===== src/rtl/sysid_boot_checker_pkg.sv =====
// Shared types and constants for the system-ID boot checker.
package sysid_boot_checker_pkg;

   typedef enum logic [2:0] {
      IDLE,
      RD_ID,
      WAIT_ID,
      RD_TS,
      WAIT_TS,
      CHECK,
      DONE
   } state_t;

   localparam logic SYSID_ADDR_ID = 1'b0;
   localparam logic SYSID_ADDR_TS = 1'b1;

   localparam int TIMEOUT_W = 16;

endpackage


===== src/rtl/sysid_timeout_counter.sv =====
// Per-transaction watchdog: counts cycles spent on one read and flags the
// last allowed cycle so the FSM can abort.
module sysid_timeout_counter
   import sysid_boot_checker_pkg::*;
#(
   parameter int TIMEOUT_CYCLES = 255
) (
   input  logic clock,
   input  logic reset,
   input  logic clr,
   input  logic en,
   output logic terminal
);

   localparam logic [TIMEOUT_W-1:0] LAST = TIMEOUT_W'(TIMEOUT_CYCLES - 1);

   logic [TIMEOUT_W-1:0] count;

   // Clear on entry to a read, then count up and hold at the terminal value.
   always_ff @(posedge clock) begin
      if (reset || clr) begin
         count <= '0;
      end else if (en && (count != LAST)) begin
         count <= count + TIMEOUT_W'(1);
      end
   end

   assign terminal = (count == LAST);

endmodule


===== config.mk =====
export PLATFORM = sky130hd
export DESIGN_NAME = sysid_timeout_counter
export DESIGN_NICKNAME = d
export VERILOG_FILES = /design/src/rtl/sysid_boot_checker_pkg.sv /design/src/rtl/sysid_timeout_counter.sv
export SDC_FILE = /design/constraint.sdc
export NUM_CORES = 1
export LEC_CHECK = 0
export ABC_AREA = 0
export BUFFER_PORTS_ARGS = -buffer_cell sky130_fd_sc_hd__buf_2
export CAP_MARGIN = 20
export CORE_MARGIN = 2
export CORE_UTILIZATION = 60
export DETAILED_ROUTE_END_ITERATION = 6
export GPL_TIMING_DRIVEN = 0
export PLACE_DENSITY_LB_ADDON = 0.3
export SYNTH_ARGS = -nofsm -noshare
export SYNTH_HDL_FRONTEND = slang
export SYNTH_SLANG_ARGS = --single-unit

===== constraint.sdc =====
create_clock -name clock -period 5 [get_ports clock]
set_input_delay 0.25 -clock clock [delete_from_list [all_inputs] [get_ports clock]]
set_output_delay 0.25 -clock clock [all_outputs]
set_load 0.01 [all_outputs]

Yosys cells after proc, flatten, opt, wreduce, memory -nomap -nowiden
Cells that the tools add are included.

Logic and storage cells: 6. Output and inout port bits: 1. Register bits after elaboration: 16. Bits of input ports: 4.

Equal/unequal tests: 2. Reductions and logical operators: 2. Add/subtract/negate cells: 1.

Operators by type and width (number): $add 16x1->16 const B (1); $eq 16x8->1 const B (1); $ne 16x8->1 const B (1); $logic_and 1x1->1 (1); $logic_or 1x1->1 (1).

Depth between registers and ports, before layout
Gate-level depths: netlist of the first run.

Depth in word-level cells: 2. Depth in mapped cells: 7. Mapped depth without buffers: 6.

Worst setup path before layout of the first run
No wires, ideal clock.

Kind: reg-to-reg. Start: register count[0]. End: register count[0]. Library setup time: 0.067 ns. Period minus slack after synthesis: 1.982 ns. Cell stages (with the launch flop): 8. Data required time: 4.933 ns. Buffers on the path: 1. Setup slack: 3.018 ns. Data arrival time: 1.915 ns. Path through: dfxtp_1 inv_1 ha_1 or4b_4 or4_1 clkbuf_2 a21o_1 a21oi_2.

Cells in the longest elaborated chain, start to end: 2. Elaborated cells between the ends (all ways): 3. Those cells by class: 1 x add/sub; 1 x eq/ne; 1 x reduce/logical.

RTL lines: from (decl) (line sysid_timeout_counter.sv:17) `logic [TIMEOUT_W-1:0] count;`; from (signal assigned) (line sysid_timeout_counter.sv:24) `count <= count + TIMEOUT_W'(1);`; parallel branches: the longest is 2 deep, another holds $add 16x1->16.

Several ways; the timed one is not identified. A chain may end at the register's enable or synchronous reset.

Final worst setup path of the first run
Start: register count[0]. End: register count[10].

Same word-level chain as after synthesis.

==> results of run 1 <==
[routing by layer]
layer / track usage, % / vias to the layer above / part of all wire [%]
li1: - / 417 / -
met1: 30.6 / 407 / 43
met2: 45.0 / 33 / 50
met3: 2.61 / 4 / 5.3
met4: 7.74 / 0 / 0.88
met5: 0 / - / 0
[cell type report]
| type | instances | area (µm²) |
|---|---|---|
| multi-input combinational | 77 | 512 |
| clock buffer | 3 | 22.5 |
| sequential | 16 | 320 |
| inverter | 5 | 18.8 |
| timing repair buffer | 4 | 20.0 |
| buffer | 3 | 12.5 |
| fill | 110 | 393 |
| tap | 15 | 18.8 |
[synthesized netlist by cell type (3+ instances only)]
cell / number
a21oi_1: 7
and4_1: 3
dfxtp_1: 16
inv_1: 5
nand2_1: 12
nand3_1: 5
nand4_1: 3
nor2_1: 3
nor4_1: 3
o311ai_0: 6
o31ai_1: 3
o41ai_1: 5
or3_1: 5
or4_1: 3
[metrics by stage]
step	total power, mW	instance area, µm²
floorplan	0.138	863
global placement	0.141	902
detailed placement	0.142	902
CTS	0.208	925
global route	0.212	925
finish	0.208	925
[logic make-up (layout without fill, tap and decap cells)]
group / Yosys count / in the layout
flip-flops: 16 / 16
adder cells (fa/ha/maj): 2 / 2
AND/OR/NAND/NOR: 46 / 46
buffers and inverters: 8 / 15
AO/OA/AOI/OAI: 27 / 27
multiplexers: 2 / 2
[path summary, 6_finish.rpt]
check        startpoint   endpoint  cells past startpoint
max reg2reg    count[0]  count[10]                      6
max            count[0]  count[10]                      6
min                  en   count[1]                      2
min reg2reg   count[12]  count[12]                      2
[worst register-to-register path: stages, from the launching register on]
cell and delay (ns):
dfxtp_1 0.34, inv_1 0.11, ha_1 0.16, or4b_4 0.49
nor4_1 0.73, o311ai_0 0.26, o41ai_1 0.10
[power by group]
group	internal, mW	switching, mW
clock	0.0280	0.0406
sequential	0.128	0.000687
combinational	0.00391	0.00687
==> reports/metrics.csv, run 1 <==
metric;value;unit
status;finished, final reports clean;
clock_skew;0.00874;ns
wirelength;2.04;mm
synth_top_family_by_area;simple AND/OR/NAND/NOR gates;
fp.dieH;41.9;µm
p_leak;0.314;nW
num_antenna_cells;0;
final_util;70.2;%
top_regs;count (16);
path_buf_inv;1;
nets;116;
drive_above_1_share;13.0;%
synthFlopType;dfxtp_1;
required;5.19;ns
synth_top_area_share;37.1;%
clock_path_buffers;2;
cts_tree;done;
clk_latency;0.29;ns
die-area;1760;µm²
yosysWarnings;0;
synth_compound_area_share;22.8;%
first_iter_violations;26;
crit_slowest_cell;nor4_1;
ctsRootBufferMaster;clkbuf_4;
synthSimpleGateAreaFrac;31.3;%
dp.cells;120;
yosysTopAreaCell;dfxtp_1;
layout_common_cells;dfxtp_1, nand2_1, a21oi_1;
ys_ff_latch;16;
grt_pass1_wl;3.49;mm
worstSetupPathType;reg -> reg;
setup_ws;2.72;ns
area_growth_syn_to_layout;7.10;%
core;1320;µm²
fmax;0.439;GHz
vias;861;
startpoint_type;flip-flop;
holdBufCountCts;0;
via_per_inst;7.00;
grt_max_degree;11;
maxCapViolCount;0;
ys_types;30;
instances_no_fill;123;
grtUsageTotal;24.9;%
overflow;0;
rsz0062_at_grt;false;
synth.mux.area_fraction;2.32;%
grt_pass1_vias;823;
synth_xor_area_share;0;%
postCtsResizedCells;0;
portBuffers;4;
regToRegSetupSlack;2.72;ns
synth.avg_cell_area;8.55;µm²
cpPeakStageDelay;0.73;ns
fin_hold_ws;0.250;ns
worst_slew_pin_slew;0.805;ns
synth_area;863;µm²
ys_top_cells_by_area;dfxtp_1, o311ai_0, nand2_1;
ant_nets;0;
hold_violations;0;
setup_tns;0;ns
io_pins;5;
p_per_area;225;nW/µm²
max_slew_margin;45.8;%
synth.net_count;107;
hpwlAfterDp;1.45;mm
gp_congestion;0.799;
drc;0;
firstDrtPassIters;4;
worstPathArrival;2.47;ns
place_worst_setup_slack;2.79;ns
die_x;41.9;µm
synth_edf_count;0;
wl_per_cell;16.6;µm
start_util;65.5;%
post_cts_buffers;0;
synth_fa_ha_area_share;2.90;%
largest_reg_flops;16;
rows;13;
hold_class;in -> reg;
htreeDepth;1;
async_flop_share;0;%
cp_max_fo;6;
drv_slew;0;
fin_crit;2.28;ns
final_common_cell;dfxtp_1;
cp_top_family;simple AND/OR/NAND/NOR gates;
synthCells;101;
numCtsBuffers;3;
antenna_found_initial;0;
clk_pin_slew;0.10;ns
vdd_drop_max;0.000195;V
path_cells;inv_1 > ha_1 > or4b_4 > nor4_1 > o311ai_0 > o41ai_1;
cts_sinks;16;
crit_path_end_kind;flip-flop;
finalCritPeriodShare;45.6;%
setup_viol;0;
largest-register;count;
ys_seq_area_share;37.1;%
(Power assumes the default switching activity.)
==> run 2: changes to the inputs <==
ABC_AREA = 1   (was 0)
CORE_UTILIZATION = 53   (was 60)
clock period = 1.93 ns   (was 5 ns; I/O delays follow)
==> reports/metrics.csv, run 2 <==
metric;value;unit
synth_edf_count;0;
instances_no_fill;208;
clk_latency;0.30;ns
layout_common_cells;nand2_1, nor2_1, inv_1;
htreeDepth;1;
grt_pass1_vias;898;
setup_ws;0.390;ns
synth_compound_area_share;4.77;%
numCtsBuffers;3;
finalCritPeriodShare;79.8;%
post_cts_buffers;0;
hpwlAfterDp;1.69;mm
largest-register;count;
yosysWarnings;0;
largest_reg_flops;16;
cts_tree;done;
ctsRootBufferMaster;clkbuf_4;
crit_slowest_cell;dfxtp_1;
yosysTopAreaCell;dfxtp_1;
ant_nets;0;
cp_top_family;simple AND/OR/NAND/NOR gates;
synth_area;1050;µm²
max_slew_margin;69.5;%
ys_top_cells_by_area;dfxtp_1, nand2_1, nor2_1;
synth_top_family_by_area;simple AND/OR/NAND/NOR gates;
num_antenna_cells;0;
synthFlopType;dfxtp_1;
die_x;48.5;µm
worst_slew_pin_slew;0.457;ns
drc;0;
synthSimpleGateAreaFrac;47.0;%
fp.dieH;48.5;µm
synth.net_count;180;
setup_tns;0;ns
vdd_drop_max;0.000367;V
async_flop_share;0;%
ys_types;21;
placedInstanceArea;1100;µm²
power.total;599;µW
path_cells;ha_1 > nand3_1 > nor2_1 > nand2_1 > inv_1 > nand2_1 > nor2_1 > nor2_1 > nor2_1;
wl_per_cell;10.7;µm
drive_above_1_share;8.84;%
grt_max_degree;11;
cpPeakStageDelay;0.41;ns
nets;188;
path_buf_inv;1;
rows;16;
vias;1041;
yosysMostFrequentCell;nand2_1;
synth.mux.area_fraction;0;%
fin_crit;1.54;ns
portBuffers;3;
grt_pass1_wl;3.88;mm
maxCapViolCount;0;
ys_ff_latch;16;
p_leak;0.460;nW
die-area;2350;µm²
synth_fa_ha_area_share;2.39;%
clock_skew;0.00386;ns
clock_path_buffers;2;
area_growth_syn_to_layout;8.11;%
cpMostUsedCell;nor2_1;
antenna_found_initial;0;
gp_congestion;0.881;
via_per_inst;5.00;
holdBufCountCts;0;
crit_path_end_kind;flip-flop;
overflow;0;
top_regs;count (16);
synth_top_area_share;30.5;%
status;finished, final reports clean;
dp.cells;204;
io_pins;5;
grtUsageTotal;20.6;%
cts_sinks;16;
start_util;54.6;%
drv_slew;0;
postCtsResizedCells;0;
firstDrtPassIters;4;
rsz0062_at_grt;false;
clk_pin_slew;0.10;ns
first_iter_violations;33;
final_common_cell;nand2_1;
ys_seq_area_share;30.5;%
setup_viol;0;
worstSetupPathType;reg -> reg;
fin_hold_ws;0.113;ns
wirelength;2.23;mm
synthCells;174;
core;1920;µm²
hold_violations;0;
worstPathArrival;1.78;ns
synth.avg_cell_area;6.03;µm²
cp_max_fo;5;
final_area;1130;µm²
fmax;0.649;GHz
place_worst_setup_slack;0.416;ns
startpoint_type;flip-flop;
synth_xor_area_share;4.18;%
synth.top_cells.by_count;nand2_1, nor2_1, inv_1, dfxtp_1, nand3_1;
final_util;59.0;%
required;2.17;ns
fillers;204;
hold_class;in -> reg;
p_per_area;528;nW/µm²
-- run 2: final cells by class --
cell class              count  area (µm²)  area share, %
repair buffers              3        15.0           1.32
inverters                  22        82.6           7.28
clock buffers               4        36.3           3.20
multi-input cells         132         612           54.0
flip-flops and latches     16         320           28.3
well taps                  27        33.8           2.98
plain buffers               4        33.8           2.98
-- run 2: worst paths after layout --
path	from	to	slack [ns]	cells past startpoint
worst max-delay path	count[1]	count[14]	0.39	9
worst min-delay path	reset	count[14]	0.11	4
worst max register to register	count[1]	count[14]	0.39	9
worst min register to register	count[7]	count[7]	0.52	2
-- run 2: worst min-delay path: stages --
cell and delay [ns]:
buf_2 0.07, nor2_1 0.09, nand2_1 0.09, nor2_1 0.03
-- run 2: logic make-up after synthesis --
kind of cell,after synthesis
AOI/OAI and AO/OA,10
xor gates and xnor gates,5
DFF,16
and+or+nand+nor,115
adders and majority gates,2
buffers and inverters,26
-- run 2: per-layer routing --
| layer | vias up | global-route usage (%) | share of wire, % |
|---|---|---|---|
| li1 | 555 | - | - |
| met1 | 458 | 29.5 | 47 |
| met2 | 25 | 33.6 | 47 |
| met3 | 3 | 1.85 | 5.2 |
| met4 | 0 | 5.71 | 0.90 |
| met5 | - | 0 | 0 |
-- run 2: power breakdown --
| part | internal [mW] | switching [mW] |
|---|---|---|
| Clock | 0.115 | 0.116 |
| Sequential | 0.332 | 0.00203 |
| Combinational | 0.0108 | 0.0227 |
